File: src/rtl/time_set_keeper.sv
// Keypad time-setting consumer: assembles two-digit BCD entries per field, range-checks
// them on the completeSetting rising edge, loads HH:MM:SS and advances it on a 1 Hz tick.
module time_set_keeper #(
  parameter int unsigned HOUR_MAX = 23
) (
  input  logic       reset,
  input  logic       clock,
  input  logic       tick,
  input  logic       key_valid,
  input  logic [3:0] key_digit,
  input  logic       hour_en,
  input  logic       min_en,
  input  logic       sec_en,
  input  logic       completeSetting,
  output logic [7:0] hour_bcd,
  output logic [7:0] min_bcd,
  output logic [7:0] sec_bcd,
  output logic       running,
  output logic       load_pulse,
  output logic       set_error
);

  localparam logic [7:0] HourMaxBcd = 8'(((HOUR_MAX / 10) << 4) | (HOUR_MAX % 10));

  typedef enum logic {StEntry, StCommit} state_e;

  state_e     r_state, w_state_next;
  logic       r_cs_prev;
  logic [7:0] r_hour, r_min, r_sec;
  logic [7:0] r_entry_h, r_entry_m, r_entry_s;
  logic [1:0] r_cnt_h, r_cnt_m, r_cnt_s;
  logic       r_running, r_load_pulse, r_set_error;

  logic       w_cs_rise, w_key_ok, w_cap_h, w_cap_m, w_cap_s;
  logic [7:0] w_cand_h, w_cand_m, w_cand_s;
  logic       w_valid, w_do_load, w_do_tick;
  logic       w_sec_wrap, w_min_wrap, w_hour_wrap;

  function automatic logic [7:0] bcd_inc(input logic [7:0] v);
    logic [3:0] hi;
    logic [3:0] lo;
    hi = v[7:4];
    lo = v[3:0];
    if (lo == 4'd9) bcd_inc = {hi + 4'd1, 4'd0};
    else            bcd_inc = {hi, lo + 4'd1};
  endfunction

  function automatic logic [1:0] sat_inc(input logic [1:0] c);
    sat_inc = (c == 2'd2) ? 2'd2 : c + 2'd1;
  endfunction

  assign w_cs_rise = completeSetting & ~r_cs_prev;

  // Keys are only taken in ENTRY; one field captures per key, hour > min > sec.
  assign w_key_ok = key_valid & (key_digit <= 4'd9) & (r_state == StEntry);
  assign w_cap_h  = w_key_ok & hour_en;
  assign w_cap_m  = w_key_ok & ~hour_en & min_en;
  assign w_cap_s  = w_key_ok & ~hour_en & ~min_en & sec_en;

  assign w_cand_h = (r_cnt_h == 2'd0) ? r_hour : r_entry_h;
  assign w_cand_m = (r_cnt_m == 2'd0) ? r_min  : r_entry_m;
  assign w_cand_s = (r_cnt_s == 2'd0) ? r_sec  : r_entry_s;
  assign w_valid  = (w_cand_h <= HourMaxBcd) & (w_cand_m <= 8'h59) & (w_cand_s <= 8'h59);

  assign w_do_load = (r_state == StCommit) & w_valid;
  assign w_do_tick = tick & r_running & ~w_do_load;

  assign w_sec_wrap  = (r_sec == 8'h59);
  assign w_min_wrap  = (r_min == 8'h59);
  assign w_hour_wrap = (r_hour == HourMaxBcd);

  always_comb begin
    w_state_next = r_state;
    unique case (r_state)
      StEntry:  if (w_cs_rise) w_state_next = StCommit;
      StCommit: w_state_next = StEntry;
      default:  w_state_next = StEntry;
    endcase
  end

  always_ff @(posedge clock or posedge reset) begin
    if (reset) begin
      r_state      <= StEntry;
      r_cs_prev    <= 1'b0;
      r_hour       <= 8'h00;
      r_min        <= 8'h00;
      r_sec        <= 8'h00;
      r_entry_h    <= 8'h00;
      r_entry_m    <= 8'h00;
      r_entry_s    <= 8'h00;
      r_cnt_h      <= 2'd0;
      r_cnt_m      <= 2'd0;
      r_cnt_s      <= 2'd0;
      r_running    <= 1'b0;
      r_load_pulse <= 1'b0;
      r_set_error  <= 1'b0;
    end else begin
      r_state      <= w_state_next;
      r_cs_prev    <= completeSetting;
      r_load_pulse <= 1'b0;

      if (w_cap_h) begin
        r_entry_h <= {r_entry_h[3:0], key_digit};
        r_cnt_h   <= sat_inc(r_cnt_h);
      end
      if (w_cap_m) begin
        r_entry_m <= {r_entry_m[3:0], key_digit};
        r_cnt_m   <= sat_inc(r_cnt_m);
      end
      if (w_cap_s) begin
        r_entry_s <= {r_entry_s[3:0], key_digit};
        r_cnt_s   <= sat_inc(r_cnt_s);
      end
      if (w_cap_h | w_cap_m | w_cap_s) r_set_error <= 1'b0;

      if (r_state == StCommit) begin
        r_entry_h   <= 8'h00;
        r_entry_m   <= 8'h00;
        r_entry_s   <= 8'h00;
        r_cnt_h     <= 2'd0;
        r_cnt_m     <= 2'd0;
        r_cnt_s     <= 2'd0;
        r_set_error <= ~w_valid;
      end

      if (w_do_load) begin
        r_hour       <= w_cand_h;
        r_min        <= w_cand_m;
        r_sec        <= w_cand_s;
        r_running    <= 1'b1;
        r_load_pulse <= 1'b1;
      end else if (w_do_tick) begin
        r_sec <= w_sec_wrap ? 8'h00 : bcd_inc(r_sec);
        if (w_sec_wrap) begin
          r_min <= w_min_wrap ? 8'h00 : bcd_inc(r_min);
          if (w_min_wrap) r_hour <= w_hour_wrap ? 8'h00 : bcd_inc(r_hour);
        end
      end
    end
  end

  assign hour_bcd   = r_hour;
  assign min_bcd    = r_min;
  assign sec_bcd    = r_sec;
  assign running    = r_running;
  assign load_pulse = r_load_pulse;
  assign set_error  = r_set_error;

endmodule

File: config.mk
export PLATFORM = sky130hd
export DESIGN_NAME = time_set_keeper
export DESIGN_NICKNAME = d
export VERILOG_FILES = /design/src/rtl/time_set_keeper.sv
export SDC_FILE = /design/constraint.sdc
export NUM_CORES = 1
export LEC_CHECK = 0
export ABC_AREA = 0
export CORE_ASPECT_RATIO = 0.6
export CORE_MARGIN = 2
export CORE_UTILIZATION = 50
export DETAILED_ROUTE_END_ITERATION = 7
export GPL_TIMING_DRIVEN = 0
export HOLD_SLACK_MARGIN = 0.02
export PLACE_DENSITY = 0.75
export SYNTH_ARGS = -nofsm -noshare
export SYNTH_HDL_FRONTEND = slang
export SYNTH_SLANG_ARGS = --single-unit
File: constraint.sdc
create_clock -name clock -period 3.4 [get_ports clock]
set_input_delay 0.68 -clock clock [delete_from_list [all_inputs] [get_ports clock]]
set_output_delay 0.68 -clock clock [all_outputs]
set_load 0.05 [all_outputs]
# Word-level counts from Yosys, hierarchy flattened

Cells that the tools add are included.

Register bits: 59
Input bits: 12
Output and inout bits: 27
Word-level logic and storage cells: 116

Add/sub/neg operators: 9
Order comparisons: 4
Eq/ne operators: 9
Multiplexer cells: 38
Bitwise gates (word level): 21
Reductions and logical operators: 18

Operators with widths:

| operator                                            | number |
|---|---|
| two-way mux 8 bit                                   | 24 |
| adder 4 x 1 -> 4 bit, second input constant         | 6 |
| two-way mux 2 bit                                   | 9 |
| equality test 8 x 7 -> 1 bit, second input constant | 2 |
| <= comparator 8 x 7 -> 1 bit, second input constant | 2 |
| nonzero test 2 bit                                  | 7 |
| bitwise AND 1 bit                                   | 13 |
| equality test 4 bit, second input constant          | 3 |
| nonzero test 3 bit                                  | 3 |
| equality test 8 x 6 -> 1 bit, second input constant | 1 |
| <= comparator 8 x 6 -> 1 bit, second input constant | 1 |
| adder 2 x 1 -> 2 bit, second input constant         | 3 |
| equality test 2 bit, second input constant          | 3 |
| zero test 2 bit                                     | 3 |
| inverter 1 bit                                      | 6 |
| AND reduction 3 bit                                 | 2 |
| <= comparator 4 bit, second input constant          | 1 |
| two-way mux 1 bit                                   | 4 |
| AND reduction 2 bit                                 | 2 |
| AND reduction 4 bit                                 | 1 |
| bitwise OR 1 bit                                    | 2 |
| case mux 1 bit (2 select lines)                     | 1 |

# Longest topological paths before layout

Gate-level depths: netlist (run 1).

Depth after elaboration: 10
Depth in mapped cells: 11
Depth with buffers taken out: 8

# Worst setup path before layout (run 1)

No wires, ideal clock.

Kind: reg-to-reg
From: reg r_hour[3], in the netlist hour_bcd[3]
To: reg r_min[0], in the netlist min_bcd[0]
Setup time: 0.126 ns
Data arrival time: 2.537 ns
Data required time: 3.274 ns
Path slack: 0.737 ns
Stages on the path, launching flop included: 8
Buffers on the path: 1
Path through: dfrtp_1 > buf_2 > o311ai_1 > o21ai_1 > or3_1 > nor4_4 > mux2_2 > a221o_1

Cells in the longest elaborated chain, start to end: 9
Elaborated cells on any way between the ends: 11
Those cells by class: order compare: 1; mux: 2; bitwise: 5; reduce/logical: 3

RTL lines:

| element                           | RTL line | text |
|---|---|---|
| from (decl)                       | 29       | `logic [7:0] r_hour, r_min, r_sec;` |
| from (signal assigned)            | 127      | `r_hour <= w_cand_h;` |
| from (signal assigned)            | 136      | `if (w_min_wrap) r_hour <= w_hour_wrap ? 8'h00 : bcd_inc(r_hour);` |
| two-way mux 8 bit *               | 60       | `assign w_cand_h = (r_cnt_h == 2'd0) ? r_hour : r_entry_h;` |
| <= comparator 8 x 6 -> 1 bit *    | 63       | `assign w_valid = (w_cand_h <= HourMaxBcd) & (w_cand_m <= 8'h59) & (w_cand_s <= 8'h59);` |
| bitwise AND 1 bit * (2 in series) | 63       |  |
| bitwise AND 1 bit *               | 65       | `assign w_do_load = (r_state == StCommit) & w_valid;` |
| inverter 1 bit                    | 66       | `assign w_do_tick = tick & r_running & ~w_do_load;` |
| bitwise AND 1 bit                 | 66       |  |
| nonzero test 2 bit (no line)      | -        |  |
| AND reduction 2 bit (no line)     | -        |  |
| to (signal assigned)              | 128      | `r_min <= w_cand_m;` |
| to (signal assigned)              | 135      | `r_min <= w_min_wrap ? 8'h00 : bcd_inc(r_min);` |
| to (decl)                         | 29       |  |

Every way passes the cells marked *; elsewhere a longest branch is shown, timed or not.
A chain may end at the register's enable or synchronous reset.

# Final worst setup path (run 1)

From: reg r_cnt_m[0]
To: reg r_min[1], in the netlist min_bcd[1]

Cells in the longest elaborated chain, start to end: 10
Elaborated cells on any way between the ends: 12
Those cells by class: order compare: 1; mux: 2; bitwise: 5; reduce/logical: 4

RTL lines:

| element                           | RTL line | text |
|---|---|---|
| from (decl)                       | 31       | `logic [1:0] r_cnt_h, r_cnt_m, r_cnt_s;` |
| from (signal assigned)            | 108      | `r_cnt_m <= sat_inc(r_cnt_m);` |
| zero test 2 bit *                 | 61       | `assign w_cand_m = (r_cnt_m == 2'd0) ? r_min : r_entry_m;` |
| two-way mux 8 bit *               | 61       |  |
| <= comparator 8 x 7 -> 1 bit *    | 63       |  |
| bitwise AND 1 bit * (2 in series) | 63       |  |
| bitwise AND 1 bit *               | 65       |  |
| net w_do_load                     | 36       | `logic w_valid, w_do_load, w_do_tick;` |
| inverter 1 bit                    | 66       |  |
| bitwise AND 1 bit                 | 66       |  |
| nonzero test 2 bit (no line)      | -        |  |
| AND reduction 2 bit (no line)     | -        |  |

The timed path passes the listed nets; every way through them passes the cells marked *.

==> results.json, run 1 <==
{
  "start_kind": "register",
  "final_core_util_pct": 62.7,
  "postCtsSetupBuffers": 0,
  "crit_slowest_cell": "nor4_4",
  "fin_crit_sh_pct": 88.1,
  "diodes": 0,
  "cap_violations": 0,
  "rsz0062_at_grt": "false",
  "post-route-cell-area_um2": 4140,
  "clk_pin_slew_ns": 0.07,
  "nets": 436,
  "die_y_um": 67.4,
  "drc": 0,
  "ys_seq_area_share_pct": 44.1,
  "peakVddDrop_uv": 481,
  "cp_cell_sequence": "inv_1 -> ha_1 -> clkbuf_1 -> mux2i_1 -> nand3_1 -> or3_1 -> nor4_4 -> buf_2 -> buf_2 -> a21oi_1",
  "final_antenna_net_count": 0,
  "cts_buffer_depth": 2,
  "core_area_um2": 6590,
  "antenna_found_initial": 0,
  "synthArstFlopShare_pct": 100,
  "grt_pass1_wl_um": 13200,
  "ctsHtreeMaxLevel": 3,
  "worst_pin_slew_ns": 0.803,
  "mostFrequentLayoutCells": "59 x dfrtp_1, 38 x nand2_1, 38 x clkdlybuf4s50_1",
  "ys_warn_count": 0,
  "grt_overflow_total": 0,
  "yosysUniqueCellTypes": 48,
  "leakage_nw": 1.84,
  "cts.repair.resized": 0,
  "cts.sinks": 59,
  "wl_um": 8130,
  "finalSetupTns_ns": 0,
  "fp.dieW_um": 110,
  "dp_hpwl_um": 5920,
  "gp_congestion": 0.865,
  "detail_route.first_pass.iterations": 5,
  "cp_common_cell": "buf_2",
  "placement.io_buffers": 38,
  "synth-edff-count": 0,
  "grt_pass1_vias": 2604,
  "hold_viol_final": 0,
  "crit_type": "register to register",
  "cts_tree": "done",
  "io_pins": 39,
  "fmax_mhz": 334,
  "die_area_um2": 7390,
  "worstPathArrival_ns": 3.21,
  "clk_latency_ns": 0.34,
  "ys_ff_latch": 59,
  "num_rows": 23,
  "drv_slew": 0,
  "run_status": "complete, no violations",
  "finClkSkew_ns": 0.00866,
  "place_area_um2": 3860,
  "layout-drive-gt1-share_pct": 8.03,
  "syn_area_per_cell_um2": 9.41,
  "vias_per_cell": 5.80,
  "hold_buffers": 0,
  "grt_usage_pct": 24.2,
  "cellPowerDensity_nw_per_um2": 777,
  "max_slew_margin_pct": 45.9,
  "grt_max_degree": 36,
  "setup_viol": 0,
  "wl_per_cell_um": 16.3,
  "syn_nets": 386,
  "final_common_cell": "dfrtp_1",
  "cp_data_required_time_ns": 3.61,
  "min_path_type": "register to register",
  "vias": 2886,
  "cp_max_fo": 10,
  "synth_flop_cell": "dfrtp_1",
  "synth_cells": 356,
  "cp_slowest_stage_delay_ns": 0.38,
  "setup.worst_path.end_class": "register",
  "cts_made_buffers": 9,
  "area_delta_synth_final_pct": 23.4,
  "drt_iter0_drc": 187,
  "clockRootBuffer": "clkbuf_8",
  "synth.cell_area_um2": 3350,
  "start_util_pct": 50.8,
  "min_period_ns": 3.00
}
[metrics by stage]
stage | cells | setup slack, ns | power [mW] | hold slack (ns)
after floorplan | 356 | 0.737 | 1.92 | 0.382
after CTS | 498 | 0.404 | 3.22 | 0.402
final | 498 | 0.403 | 3.21 | 0.399
after global routing | 498 | 0.175 | 3.39 | 0.433
after detailed placement | 482 | 0.242 | 2.34 | 0.393
after global placement | 481 | 0.125 | 2.31 | 0.388
[logic make-up after synthesis]
family | share of synthesized area (%)
xor gates and xnor gates | 0.523
DFF | 44.1
and+or+nand+nor | 21.5
buffers and inverters | 5.83
muxes | 6.68
adders and majority gates | 6.72
AOI/OAI and AO/OA | 14.7
[synth_stat cells, types with 3 or more instances]
cell type	number	share of area (%)
nor4_1	7	1.3
dfrtp_1	59	44
a21oi_1	24	3.6
mux2_2	3	1.0
nand3b_1	14	3.1
a221o_1	4	1.2
a311o_1	3	0.90
inv_1	28	3.1
a211oi_1	7	1.6
mux2i_1	19	5.7
and3_1	6	1.1
nand3_1	10	1.5
o21ai_0	18	2.7
o31ai_1	6	1.3
nor2_1	19	2.1
buf_2	6	0.90
o211ai_1	3	0.67
or3_1	3	0.56
nor3b_1	4	0.90
nand2_1	38	4.3
nor3_1	10	1.5
and3b_1	4	1.0
nand2b_1	4	0.75
clkbuf_1	11	1.2
ha_1	18	6.7
[sequential cells by signal (all words and copies together), names as in the netlist]
signal	flops
hour_bcd	8
load_pulse	1
min_bcd	8
r_cnt_h	2
r_cnt_m	2
r_cnt_s	2
r_cs_prev	1
r_entry_h	8
r_entry_m	8
r_entry_s	8
r_state	1
running	1
sec_bcd	8
set_error	1
[path summary, 6_finish.rpt]
path	cells after the start	slack, ns	to	startpoint
setup / recovery	10	0.40	min_bcd[1]$_DFFE_PP0P_	r_cnt_m[0]$_DFFE_PP0P_
hold / removal	1	0.40	r_state$_DFF_PP0_	r_cs_prev$_DFF_PP0_
setup reg to reg	10	0.40	min_bcd[1]$_DFFE_PP0P_	r_cnt_m[0]$_DFFE_PP0P_
hold reg to reg	1	0.40	r_state$_DFF_PP0_	r_cs_prev$_DFF_PP0_
max in group asynchronous	3	2.11	min_bcd[1]$_DFFE_PP0P_	reset
min in group asynchronous	2	0.71	r_cnt_h[1]$_DFFE_PP0P_	reset
[power breakdown]
group          switching (mW)  internal [mW]
Clock                   0.276          0.602
Combinational           0.816          0.477
Sequential              0.198          0.845
[layer usage]
layer / routed length (µm) / part of all wire [%] / track usage [%] / vias up
met3: 789 / 9.7 / 6.85 / 10
met4: 93 / 1.1 / 8.23 / 0
met5: 0 / 0 / 0 / -
met1: 3920 / 48 / 36.1 / 1378
li1: - / - / - / 1379
met2: 3320 / 41 / 33.6 / 119
[cell type report]
class                           instances  area, µm²
Fill cell                             556       2450
Clock buffer                           12        155
Clock inverter                          4        120
Buffer                                 19       90.1
Tap cell                               87        109
Timing Repair Buffer                   39        400
Inverter                               28        105
Sequential cell                        59       1480
Multi-Input combinational cell        250       1680
[worst max-delay path, delay by kind of cell, from the launching register on]
kind / cells / cell delay, ns
DFF: 1 / 0.36
muxes: 1 / 0.24
adders and majority gates: 1 / 0.19
AOI/OAI and AO/OA: 1 / 0.10
buffers and inverters: 4 / 1.14
and+or+nand+nor: 3 / 0.84
(Power assumes the default switching activity.)
==> run 2, diff against run 1 <==
--- a/config.mk
+++ b/config.mk
@@ -5,7 +5,6 @@
 export SDC_FILE = /design/constraint.sdc
 export NUM_CORES = 1
 export LEC_CHECK = 0
-export ABC_AREA = 0
 export CORE_ASPECT_RATIO = 0.6
 export CORE_MARGIN = 2
 export CORE_UTILIZATION = 50
==> results of run 2 <==
No change in the layout: final DEF, timing and power equal those of run 1.
==> run 3, diff against run 2 <==
--- a/config.mk
+++ b/config.mk
@@ -15,3 +15,4 @@
 export SYNTH_ARGS = -nofsm -noshare
 export SYNTH_HDL_FRONTEND = slang
 export SYNTH_SLANG_ARGS = --single-unit
+export TNS_END_PERCENT = 5
==> results of run 3 <==
No change in the layout: final DEF, timing and power equal those of run 1.
